**src/rtl/wav_rom_sched.sv**
```systemverilog
// wav_rom_sched: multi-channel sample playback scheduler.
// Paces per-channel ROM fetches, arbitrates the single ROM read port
// round-robin, captures returned bytes as per-channel samples and
// produces a registered unsigned mix. A ROM download idles every channel.
module wav_rom_sched #(
  parameter int NCH  = 4,
  parameter int AW   = 16,
  parameter int DIVW = 12,
  localparam int CW  = $clog2(NCH),
  localparam int MW  = 8 + CW
) (
  input  logic                 clk_sys_i,
  input  logic                 reset_n_i,
  input  logic                 load_busy_i,
  input  logic [NCH-1:0]       trig_i,
  input  logic [NCH-1:0]       stop_i,
  input  logic [NCH*AW-1:0]    start_addr_i,
  input  logic [NCH*AW-1:0]    len_i,
  input  logic [NCH*DIVW-1:0]  div_i,
  output logic [AW-1:0]        rom_a_o,
  output logic                 rom_rd_o,
  input  logic [7:0]           rom_d_i,
  output logic [NCH-1:0]       ch_play_o,
  output logic [NCH*8-1:0]     ch_sample_o,
  output logic [MW-1:0]        mix_o,
  output logic [NCH-1:0]       overrun_o
);

  typedef enum logic {
    IDLE = 1'b0,
    PLAY = 1'b1
  } chan_state_e;

  // Per-channel playback state
  chan_state_e     state_q   [NCH];
  chan_state_e     state_d   [NCH];
  logic [AW-1:0]   ptr_q     [NCH];
  logic [AW-1:0]   ptr_d     [NCH];
  logic [AW-1:0]   rem_q     [NCH];
  logic [AW-1:0]   rem_d     [NCH];
  logic [DIVW-1:0] period_q  [NCH];
  logic [DIVW-1:0] period_d  [NCH];
  logic [DIVW-1:0] presc_q   [NCH];
  logic [DIVW-1:0] presc_d   [NCH];
  logic [7:0]      sample_q  [NCH];
  logic [7:0]      sample_d  [NCH];
  logic [NCH-1:0]  pending_q, pending_d;
  logic [NCH-1:0]  overrun_q, overrun_d;

  // Fetch pipeline: issue stage (rom_a/rom_rd) and data-return stage
  logic [CW-1:0]   rr_q, rr_d;
  logic [AW-1:0]   rom_a_q, rom_a_d;
  logic            rom_rd_q, rom_rd_d;
  logic [CW-1:0]   tag_q, tag_d;
  logic            ret_valid_q, ret_valid_d;
  logic [CW-1:0]   ret_tag_q, ret_tag_d;
  logic [MW-1:0]   mix_q, mix_d;

  // Per-cycle channel events
  logic [NCH-1:0]  start_c, abort_c, ret_hit_c, done_c, flush_c;
  logic [NCH-1:0]  expire_c, eligible_c, grant_c;
  logic            grant_any;
  logic [CW-1:0]   grant_idx;
  logic [CW-1:0]   scan_idx;

  // Decode triggers, stops, lockout and returning data into per-channel events;
  // a flushed channel may neither be granted nor accept in-flight data
  always_comb begin
    for (int k = 0; k < NCH; k++) begin
      start_c[k]    = ~load_busy_i & ~stop_i[k] & trig_i[k] &
                      (len_i[k*AW +: AW] != '0);
      abort_c[k]    = load_busy_i | stop_i[k] | (start_c[k] & (state_q[k] == PLAY));
      ret_hit_c[k]  = ret_valid_q & (ret_tag_q == CW'(k)) &
                      (state_q[k] == PLAY) & ~abort_c[k];
      done_c[k]     = ret_hit_c[k] & (rem_q[k] == AW'(1));
      flush_c[k]    = abort_c[k] | done_c[k] | start_c[k];
      expire_c[k]   = (state_q[k] == PLAY) & (presc_q[k] == period_q[k]);
      eligible_c[k] = pending_q[k] & ~flush_c[k] & (state_q[k] == PLAY);
    end
  end

  // Round-robin arbiter: first eligible channel at or after the RR pointer
  always_comb begin
    grant_any = 1'b0;
    grant_idx = rr_q;
    scan_idx  = rr_q;
    grant_c   = '0;
    for (int i = 0; i < NCH; i++) begin
      scan_idx = rr_q + CW'(i);
      if (!grant_any && eligible_c[scan_idx]) begin
        grant_any = 1'b1;
        grant_idx = scan_idx;
      end
    end
    if (grant_any) begin
      grant_c[grant_idx] = 1'b1;
    end
  end

  // Issue and return stage next-state; returns for flushed channels are dropped
  always_comb begin
    rom_rd_d    = grant_any;
    rom_a_d     = grant_any ? ptr_q[grant_idx] : rom_a_q;
    tag_d       = grant_any ? grant_idx : tag_q;
    rr_d        = grant_any ? grant_idx + CW'(1) : rr_q;
    ret_valid_d = rom_rd_q & ~flush_c[tag_q];
    ret_tag_d   = tag_q;
  end

  // Channel next-state: prescaler pacing, sample capture, start and stop
  always_comb begin
    for (int k = 0; k < NCH; k++) begin
      state_d[k]   = state_q[k];
      ptr_d[k]     = ptr_q[k];
      rem_d[k]     = rem_q[k];
      period_d[k]  = period_q[k];
      presc_d[k]   = presc_q[k];
      sample_d[k]  = sample_q[k];
      pending_d[k] = pending_q[k];
      overrun_d[k] = overrun_q[k];

      if (state_q[k] == PLAY) begin
        presc_d[k]   = expire_c[k] ? '0 : presc_q[k] + DIVW'(1);
        pending_d[k] = (pending_q[k] & ~grant_c[k]) | expire_c[k];
        overrun_d[k] = overrun_q[k] | (expire_c[k] & pending_q[k] & ~grant_c[k]);
      end else begin
        sample_d[k]  = 8'h80;
      end

      if (ret_hit_c[k]) begin
        sample_d[k] = rom_d_i;
        ptr_d[k]    = ptr_q[k] + AW'(1);
        rem_d[k]    = rem_q[k] - AW'(1);
      end

      if (start_c[k]) begin
        state_d[k]   = PLAY;
        ptr_d[k]     = start_addr_i[k*AW +: AW];
        rem_d[k]     = len_i[k*AW +: AW];
        period_d[k]  = div_i[k*DIVW +: DIVW];
        presc_d[k]   = '0;
        pending_d[k] = 1'b0;
        overrun_d[k] = 1'b0;
      end else if (load_busy_i || stop_i[k] || done_c[k]) begin
        state_d[k]   = IDLE;
        presc_d[k]   = '0;
        pending_d[k] = 1'b0;
      end
    end
  end

  // Mix is the plain unsigned sum of the current channel samples
  always_comb begin
    mix_d = '0;
    for (int k = 0; k < NCH; k++) begin
      mix_d = mix_d + MW'(sample_q[k]);
    end
  end

  // State registers; every register clears immediately on reset assertion
  always_ff @(posedge clk_sys_i or negedge reset_n_i) begin
    if (!reset_n_i) begin
      for (int k = 0; k < NCH; k++) begin
        state_q[k]  <= IDLE;
        ptr_q[k]    <= '0;
        rem_q[k]    <= '0;
        period_q[k] <= '0;
        presc_q[k]  <= '0;
        sample_q[k] <= 8'h80;
      end
      pending_q   <= '0;
      overrun_q   <= '0;
      rr_q        <= '0;
      rom_a_q     <= '0;
      rom_rd_q    <= 1'b0;
      tag_q       <= '0;
      ret_valid_q <= 1'b0;
      ret_tag_q   <= '0;
      mix_q       <= MW'(NCH * 128);
    end else begin
      for (int k = 0; k < NCH; k++) begin
        state_q[k]  <= state_d[k];
        ptr_q[k]    <= ptr_d[k];
        rem_q[k]    <= rem_d[k];
        period_q[k] <= period_d[k];
        presc_q[k]  <= presc_d[k];
        sample_q[k] <= sample_d[k];
      end
      pending_q   <= pending_d;
      overrun_q   <= overrun_d;
      rr_q        <= rr_d;
      rom_a_q     <= rom_a_d;
      rom_rd_q    <= rom_rd_d;
      tag_q       <= tag_d;
      ret_valid_q <= ret_valid_d;
      ret_tag_q   <= ret_tag_d;
      mix_q       <= mix_d;
    end
  end

  // Flatten per-channel state onto the output ports
  always_comb begin
    for (int k = 0; k < NCH; k++) begin
      ch_play_o[k]          = (state_q[k] == PLAY);
      ch_sample_o[k*8 +: 8] = sample_q[k];
    end
    overrun_o = overrun_q;
    rom_a_o   = rom_a_q;
    rom_rd_o  = rom_rd_q;
    mix_o     = mix_q;
  end

endmodule
```
**config.mk**
```make
export PLATFORM = sky130hd
export DESIGN_NAME = wav_rom_sched
export DESIGN_NICKNAME = d
export VERILOG_FILES = /design/src/rtl/wav_rom_sched.sv
export SDC_FILE = /design/constraint.sdc
export NUM_CORES = 1
export LEC_CHECK = 0
export ABC_CLOCK_PERIOD_IN_PS = 8220
export CORE_MARGIN = 2
export CORE_UTILIZATION = 40
export DETAILED_ROUTE_END_ITERATION = 8
export GPL_TIMING_DRIVEN = 1
export PLACE_DENSITY = 0.74
export SETUP_SLACK_MARGIN = 0.05
export SYNTH_ARGS = -nofsm -noshare
export SYNTH_HDL_FRONTEND = slang
export SYNTH_SLANG_ARGS = --single-unit
```
**constraint.sdc**
```tcl
create_clock -name clk_sys_i -period 8.22 [get_ports clk_sys_i]
set_input_delay 1.233 -clock clk_sys_i [delete_from_list [all_inputs] [get_ports clk_sys_i]]
set_output_delay 1.233 -clock clk_sys_i [all_outputs]
set_load 0.02 [all_outputs]
```
==> impl.org, run 1 <==
** Timing
- Total count of hold-check failures in the final report :: 0
- After layout, the minimum clock period comes to about 5400 ps.
- Final number of setup-violating endpoints :: 0
- For the final database, setup skew stands at approximately 20 ps.
- On the final layout, the worst hold slack is 417 ps.
- The worst pin sits at a relative slew slack of 0.245.
- Static timing analysis puts the maximum clock frequency at 185 MHz.
- Slew at the pin closest to its max-slew limit :: 1120 ps
- Setup repair after global routing left no endpoint under its margin.
- Dividing the final minimum period by the clock period gives 0.659.
- Post-Route Setup TNS :: 0 ps
- The max-slew violation count was 0.

** Layout
- Syn-to-layout area delta :: 25.7%
- Post-Layout Cell Count :: 2495
- Layout cells sized above 1 :: 0.0797
- FILL cells :: 3663
- Layout Nets :: 2168

** Placement
- Detailed placer's ending HPWL :: roughly 34000 um
- At the end of routability-driven placement, the weighted congestion stood at 0.879.
- IO buf count :: 261
- Instance count after placement with tap cells included :: 2427

** Worst hold path
- Hold crit path type :: register to register

** Detailed routing
- Per-cell via count in the routed design :: 5.56
- Average detailed-routed wire length per instance :: about 18 um
- DRC violation count after routing :: 0
- Final wirelength :: 46100 um
- Length of the first detailed-routing pass in iterations :: 5
- Across all layers, the routed design uses 13900 vias.
- Number of nets with antenna violations after routing :: 0
- Number of DRC violations after detailed-routing iteration 0 :: around 900

** GRT
- Global route total overflow :: 0
- The via count of the first global-routing pass came to 13800.
- Initial antenna violation count :: 3
- Maximum number of pins on one net before global-route repair :: 108
- The first global-routing pass estimated 73400 um of wire.
- Total Routing Usage GR :: 0.218

** Logic synthesis
- Most frequently used flop master after synthesis :: sky130_fd_sc_hd__dfrtp_1
- The synthesized netlist contains 65 unique library cells.
- Yosys printed 0 warnings.
- Of all flip-flops after synthesis, the portion carrying an async set or reset was 1.00.
- Sequential share of the synthesized area :: 0.462
- Net count after synthesis :: 1948
- Synthesis inferred 302 register bits.
- Mapped Cells :: 1712
- Summing every instance area after synthesis gives 16400 um^2.
- Dividing the synthesized area by the synthesized cell count gives about 9.6 um^2.
- Number of flops mapped to enable cells by yosys :: 0

** Clock network
- The H-tree was split into 2 levels.
- TritonCTS built the clock tree.
- Post-cts sizing count :: 0
- After clock tree synthesis, the clock-pin slew on the worst setup and hold paths is ~60 ps.
- The clock reaches the later pin of the worst-skew pair after 540 ps.
- Maximum root-to-sink buffer count :: 3
- CTS Buf Count :: 35
- Library cell used as clock root buffer :: sky130_fd_sc_hd__clkbuf_16
- For this design, the sink count on the clock tree is 302.
- Number of setup buffers added after CTS :: 0
- # hold bufs at CTS :: 0

** Setup path
- By startpoint and endpoint, the worst setup path is classified as input port to register.
- Required time reported for the critical path endpoint :: between 8000 and 9000 ps
- On the worst path, the slowest cell contributes a delay of 830 ps.
- The worst setup path is captured at a register.
- In this run the worst path has a maximum fanout of 36.
- Signal arrival time at the worst endpoint :: 5880 ps
- Among all stages on the critical path, the largest delay is contributed by sky130_fd_sc_hd__nand3_1.
- The critical path goes through clkdlybuf4s50_1 > or3b_1 > or4_1 > o41ai_4 > nor2_2 > buf_4 > a31oi_4 > nand3_1 > a311oi_1 > o21a_1.
- STA classifies the critical path startpoint as an input port.

** Power and ir drop
- Share of power burned in combinational logic :: 0.130
- Cell internal power was estimated by the tool at 2830 uW.
- Summed over all cells, the static leakage comes to around 0.0086 uW.
- Sequential share of power :: 0.473
- Relative contribution of the clock network to total power :: 0.397
- Net switching power :: 1020 uW
- Of the total power, the share spent switching nets is 0.264.
- Across the VDD grid, the largest voltage drop is 0.146 mV.
- Power spread over the standard cell area amounts to roughly 190 nW/um^2.

** Die
- Total Die Area :: 42600 um^2
- Row Count :: 74
- Starting density of the core :: 0.403
- Standard cell core area :: 40600 um^2
- Measured along the x axis, the die boundary spans 206 um.
- 262 I/O pins were placed.
- Die H :: 206 um

** Job
- Max Cap Viol :: 0

** Status
- The run finished with clean final reports.
-- cell families after synthesis --
kind of cell               synth area share
and+or+nand+nor                       0.176
buffers and inverters                0.0345
adders and majority gates            0.0386
xor gates and xnor gates             0.0957
muxes                                0.0600
AOI/OAI and AO/OA                     0.133
DFF                                   0.462
-- registers in the layout, indices dropped and copies added (netlist names) --
register,flops
period_q,48
rem_q,64
rom_rd_o,1
ret_tag_d,2
ch_play_o,4
ptr_q,64
rom_a_o,16
mix_o,10
pending_q,4
ch_sample_o,32
ret_tag_q,2
rr_q,2
presc_q,48
ret_valid_q,1
overrun_o,4
-- layout by cell type (no fill, tap or decap), types with 6 or more instances in the layout --
cell / n
sky130_fd_sc_hd__o21ai_0: 108
sky130_fd_sc_hd__or3_1: 14
sky130_fd_sc_hd__nor3_1: 18
sky130_fd_sc_hd__clkinv_2: 6
sky130_fd_sc_hd__nand2_1: 113
sky130_fd_sc_hd__xor2_1: 96
sky130_fd_sc_hd__nor4_1: 34
sky130_fd_sc_hd__dfrtp_1: 297
sky130_fd_sc_hd__nand2b_1: 16
sky130_fd_sc_hd__o41ai_1: 34
sky130_fd_sc_hd__ha_1: 25
sky130_fd_sc_hd__mux2_2: 56
sky130_fd_sc_hd__buf_4: 19
sky130_fd_sc_hd__nand4_1: 46
sky130_fd_sc_hd__xnor2_1: 83
sky130_fd_sc_hd__inv_1: 42
sky130_fd_sc_hd__diode_2: 6
sky130_fd_sc_hd__o211ai_1: 17
sky130_fd_sc_hd__clkdlybuf4s50_1: 260
sky130_fd_sc_hd__a21oi_1: 129
sky130_fd_sc_hd__fa_1: 16
sky130_fd_sc_hd__clkbuf_1: 10
sky130_fd_sc_hd__a31oi_1: 41
sky130_fd_sc_hd__nand3_1: 64
sky130_fd_sc_hd__mux2i_1: 33
sky130_fd_sc_hd__nor2_1: 203
sky130_fd_sc_hd__and3_1: 48
sky130_fd_sc_hd__clkbuf_16: 37
-- routing by layer --
| metal | wire length, um | up-vias | GRT usage |
|---|---|---|---|
| met3 | 3370 | 75 | 0.0465 |
| met1 | 20000 | 6788 | 0.297 |
| met5 | 0 | - | 0 |
| met2 | 21600 | 483 | 0.349 |
| met4 | 1180 | 0 | 0.0686 |
| li1 | - | 6538 | - |
-- final cells by class --
cell class	instances	area, um^2	share of cell area
Tap cell	532	666	0.0323
Inverter	43	161	0.00784
Clock inverter	10	83.8	0.00407
Sequential cell	302	7560	0.367
Clock buffer	52	1030	0.0501
Antenna cell	6	15.0	0.000729
Timing Repair Buffer	280	2760	0.134
Multi-Input combinational cell	1270	8310	0.404
-- synth_stat cells (all sizes together) (2+ instances only) --
| library cell | n | area (um^2) |
|---|---|---|
| a21o | 4 | 30.0 |
| nor3 | 18 | 90.1 |
| nand3b | 4 | 30.0 |
| nor2b | 4 | 25.0 |
| inv | 43 | 161 |
| nor2 | 204 | 768 |
| nand4 | 46 | 288 |
| o41ai | 35 | 325 |
| dfstp | 5 | 131 |
| mux2 | 56 | 631 |
| nand2b | 16 | 100 |
| buf | 19 | 108 |
| or4 | 6 | 48.8 |
| a31oi | 42 | 278 |
| mux2i | 33 | 330 |
| and2 | 2 | 12.5 |
| o31ai | 4 | 35.0 |
| nor4b | 2 | 17.5 |
| o21bai | 4 | 30.0 |
| fa | 16 | 320 |
| xnor2 | 83 | 727 |
| nand2 | 113 | 424 |
| or3 | 15 | 98.8 |
| o211ai | 17 | 128 |
| ha | 25 | 313 |
| and3 | 48 | 300 |
| a311oi | 2 | 17.5 |
| o21ai | 113 | 566 |
| and4 | 4 | 35.0 |
| or2 | 5 | 31.3 |
| nor4 | 37 | 244 |
| nand3 | 68 | 340 |
| a21oi | 129 | 646 |
| xor2 | 96 | 841 |
| or3b | 2 | 17.5 |
| clkbuf | 78 | 297 |
| o21a | 3 | 22.5 |
| dfrtp | 297 | 7430 |
-- through the flow --
step | power, uW | worst slack (ps) | area [um^2] | util
2_1_floorplan | 2090 | 4640 | 16400 | -
3_3_place_gp | 2310 | 2430 | 19500 | 0.479
3_5_place_dp | 2340 | 2310 | 19500 | 0.479
4_1_cts | 3880 | 2860 | 20600 | 0.506
5_1_grt | 4010 | 2500 | 20600 | 0.506
6_report | 3840 | 2800 | 20600 | 0.507
-- critical path: cells and delay by family --
family / cells / cell delay, ps
buffers and inverters: 2 / 940
AOI/OAI and AO/OA: 4 / 1740
and+or+nand+nor: 4 / 1950
-- power groups by stage --
stage | sequential [uW] | clock [uW] | combinational (uW)
after floorplan | 1780 | 0 | 306
after global placement | 1830 | 0 | 484
after detailed placement | 1840 | 0 | 501
after CTS | 1810 | 1560 | 506
after global routing | 1840 | 1620 | 560
final | 1820 | 1530 | 501
-- final timing paths --
check	start	end	slack, ps	cells after the start
hold / removal	ret_tag_d[0]	ret_tag_q[0]	420	0
min in group asynchronous	reset_n_i	rem_q[56]	780	1
max in group asynchronous	reset_n_i	rem_q[30]	5920	2
setup reg to reg	rem_q[52]	overrun_o[0]	3800	9
hold reg to reg	ret_tag_d[0]	ret_tag_q[0]	420	0
setup / recovery	load_busy_i	overrun_o[0]	2800	10
(Power assumes the default switching activity.)
==> run 2, diff against run 1 <==
--- a/config.mk
+++ b/config.mk
@@ -5,7 +5,7 @@
 export SDC_FILE = /design/constraint.sdc
 export NUM_CORES = 1
 export LEC_CHECK = 0
-export ABC_CLOCK_PERIOD_IN_PS = 8220
+export ABC_CLOCK_PERIOD_IN_PS = 5200
 export CORE_MARGIN = 2
 export CORE_UTILIZATION = 40
 export DETAILED_ROUTE_END_ITERATION = 8
==> constraint.sdc (replaced) <==
create_clock -name clk_sys_i -period 5.2 [get_ports clk_sys_i]
set_input_delay 0.78 -clock clk_sys_i [delete_from_list [all_inputs] [get_ports clk_sys_i]]
set_output_delay 0.78 -clock clk_sys_i [all_outputs]
set_load 0.02 [all_outputs]
==> run 2 against run 1 <==
Final cell count rose by 0.40%. Clock power rose by 64%. Clock skew rose by 1.3 ps. Flip-flop and latch count did not move. Critical path type unchanged. Critical endpoint is now overrun_o[3].
==> impl.org, run 2 (synthesized netlist as in run 1, its figures left out) <==
** Status
- Result of the run :: completed (unchanged)

** Setup path
- Signal arrival time at the worst endpoint :: 4300 ps (was 5880 ps)
- The maximum fanout encountered on the critical timing path came to 34 (was 36).
- The register-to-register setup slack came to 1660 ps (was 3800 ps).
- List of cells traversed by the critical path: clkdlybuf4s50_1 > or3b_1 > or4_1 > o41ai_4 > nor2_2 > a31oi_4 > buf_4 > nand3_1 > buf_4 > o211ai_1 > a21oi_1 (was clkdlybuf4s50_1 > or3b_1 > or4_1 > o41ai_4 > nor2_2 > buf_4 > a31oi_4 > nand3_1 > a311oi_1 > o21a_1).
- Slowest stage delay, CP :: 620 ps (was 830 ps)
- Counting stages on the worst path, the most repeated cell is sky130_fd_sc_hd__buf_4.
- Required time reported for the critical path endpoint :: 5580 ps (was 8690 ps)
- CP delay by family, top :: simple AND/OR/NAND/NOR gates (unchanged)
- Startpoint type of the worst setup path :: input port (unchanged)
- Critical path capture point type :: register (unchanged)
- CP Class :: input port to register (unchanged)
- Number of buffers and inverters on the critical path :: 3 (was 2)
- Slowest library cell on the worst path :: sky130_fd_sc_hd__clkdlybuf4s50_1 (was sky130_fd_sc_hd__nand3_1)

** Detailed routing
- Number of DRC violations after detailed-routing iteration 0 :: 857 (was 901)
- Per-cell via count in the routed design :: 5.57 (was 5.56)
- The DRC violation count after routing came to 0 (unchanged).
- The wire length per cell after detailed routing came to 18.6 um (was 18.5 um).
- Number of nets with antenna violations after routing :: 0 (unchanged)
- Length of the first detailed-routing pass in iterations :: 6 (was 5)
- Final wirelength :: 46600 um (was 46100 um)
- The via count was 14000 (was 13900).

** GRT
- Vias in the first global route :: 13800 (about the same)
- The global-route wire length before repair came to 72500 um (was 73400 um).
- The initial antenna violation count came to 7 (was 3).
- The sum of overflow across all layers after global routing came to 0 (unchanged).
- The pin count of the biggest net entering global routing was 117 (was 108).
- The all-layer global routing usage came to 0.217 (was 0.218).

** Die
- Horiz. Die Dim :: 206 um (unchanged)
- The number of I/O pins is 262 (unchanged).
- Row Count :: 74 (unchanged)
- The starting density of the core is 0.403 (unchanged).
- The die height was 206 um (unchanged).
- The die area is 42600 um^2 (unchanged).
- Standard cell core area :: 40600 um^2 (unchanged)

** Worst hold path
- The worst hold-check path type is input port to async pin (was register to register).

** Timing
- Of the available clock period, the critical path in the final layout requires 0.753.
- The total setup violations reported at the end of the flow was 0 (unchanged).
- Max-Slew Margin vs Limit :: 0.460 (was 0.245)
- Skew final :: 21.5 ps (was 20.2 ps)
- The clock period could shrink to just under 4000 ps.
- Total count of hold-check failures in the final report :: 0 (unchanged)
- Slew at the pin closest to its max-slew limit :: 810 ps (was 1120 ps)
- Post-Route Setup TNS :: 0 ps (unchanged)
- Timing would allow up to about 260 MHz.
- The final worst setup slack is 1280 ps (was 2800 ps).
- The max-slew violation count was 0 (unchanged).
- Setup repair after global routing missed its margin: no (unchanged).

** Job
- Max Cap Viol :: 0 (unchanged)

** Clock network
- Count of H-tree levels built during CTS :: 2 (unchanged)
- Post-cts sizing count :: 0 (unchanged)
- The TritonCTS sink count is 302 (unchanged).
- The largest buffer count on any clock path is 3 (unchanged).
- Library cell used as clock root buffer :: sky130_fd_sc_hd__clkbuf_16 (unchanged)
- Clk slew on worst S/H paths :: 50 ps (was 60 ps)
- CTS Buf Count :: 37 (was 35)
- The TritonCTS clock tree is done (unchanged).
- Worst skew pair latency :: 540 ps (about the same)
- The cts-stage hold buffer count came to 0 (unchanged).
- The count of buffers added by post-CTS timing repair for setup was 0 (unchanged).

** Power and ir drop
- The static leakage was 0.00863 uW (was 0.00855 uW).
- The total power consumption of the routed design is 6180 uW (was 3840 uW).
- Peak supply drop :: 0.180 mV (was 0.146 mV)
- The power density of the placed cells was 298 nW/um^2 (was 187 nW/um^2).

** Layout
- Largest registers :: ptr_q (64), rem_q (64) (unchanged)
- The finished layout cell area is 20700 um^2 (was 20600 um^2).
- The share of layout cells above drive strength 1 is 0.0850 (was 0.0797).
- Syn-to-layout area delta :: 26.5% (was 25.7%)
- Most common library cell in the layout ignoring fill and taps :: sky130_fd_sc_hd__dfrtp_1 (unchanged)
- Commonest cells after routing, fill and taps aside: sky130_fd_sc_hd__dfrtp_1 (297), sky130_fd_sc_hd__clkdlybuf4s50_1 (260), sky130_fd_sc_hd__nor2_1 (203), sky130_fd_sc_hd__a21oi_1 (129), sky130_fd_sc_hd__nand2_1 (113) (unchanged).
- Layout Nets :: 2175 (was 2168)

** Placement
- The final RePlAce weighted congestion was 0.897 (was 0.879).
- The cell area after placement is 19500 um^2 (about the same).
- Detailed placer's ending HPWL :: 33800 um (was 33500 um)
- IO buf count :: 261 (unchanged)
- The post-place setup slack is 794 ps (was 2310 ps).
-- run 2: final timing paths --
path	startpoint	cells past startpoint	end
worst max register to register	rem_q[36]	10	overrun_o[3]
worst max-delay path	load_busy_i	11	overrun_o[3]
max in group asynchronous	reset_n_i	2	overrun_o[3]
worst min register to register	ret_tag_d[0]	0	ret_tag_q[0]
worst min-delay path	reset_n_i	1	rem_q[55]
min in group clk_sys_i	ret_tag_d[0]	0	ret_tag_q[0]
-- run 2: area by class of cell --
type,instances,area [um^2]
Antenna cell,8,20.0
Inverter,43,161
Tap cell,532,666
Clock inverter,13,96.3
Multi-Input combinational cell,1270,8310
Timing Repair Buffer,285,2820
Sequential cell,302,7560
Fill cell,3654,19900
Clock buffer,52,1080
-- run 2: through the flow --
stage,instances,hold slack [ps],util
global placement,2432,407,0.480
finish,2505,250,0.510
CTS,2497,272,0.509
detailed placement,2432,419,0.480
floorplan,1712,381,-
global route,2503,303,0.510
-- run 2: power breakdown --
| group | switching, uW | internal (uW) |
|---|---|---|
| combinational | 346 | 445 |
| clock | 1010 | 1500 |
| sequential | 279 | 2600 |
-- run 2: routing by layer --
| metal | vias up | part of all wire | track usage | wire length (um) |
|---|---|---|---|---|
| met5 | - | 0.00036 | 0 | 17 |
| met4 | 2 | 0.034 | 0.0929 | 1570 |
| met3 | 88 | 0.076 | 0.0482 | 3530 |
| met2 | 476 | 0.46 | 0.344 | 21500 |
| met1 | 6850 | 0.43 | 0.286 | 20000 |
| li1 | 6540 | - | - | - |
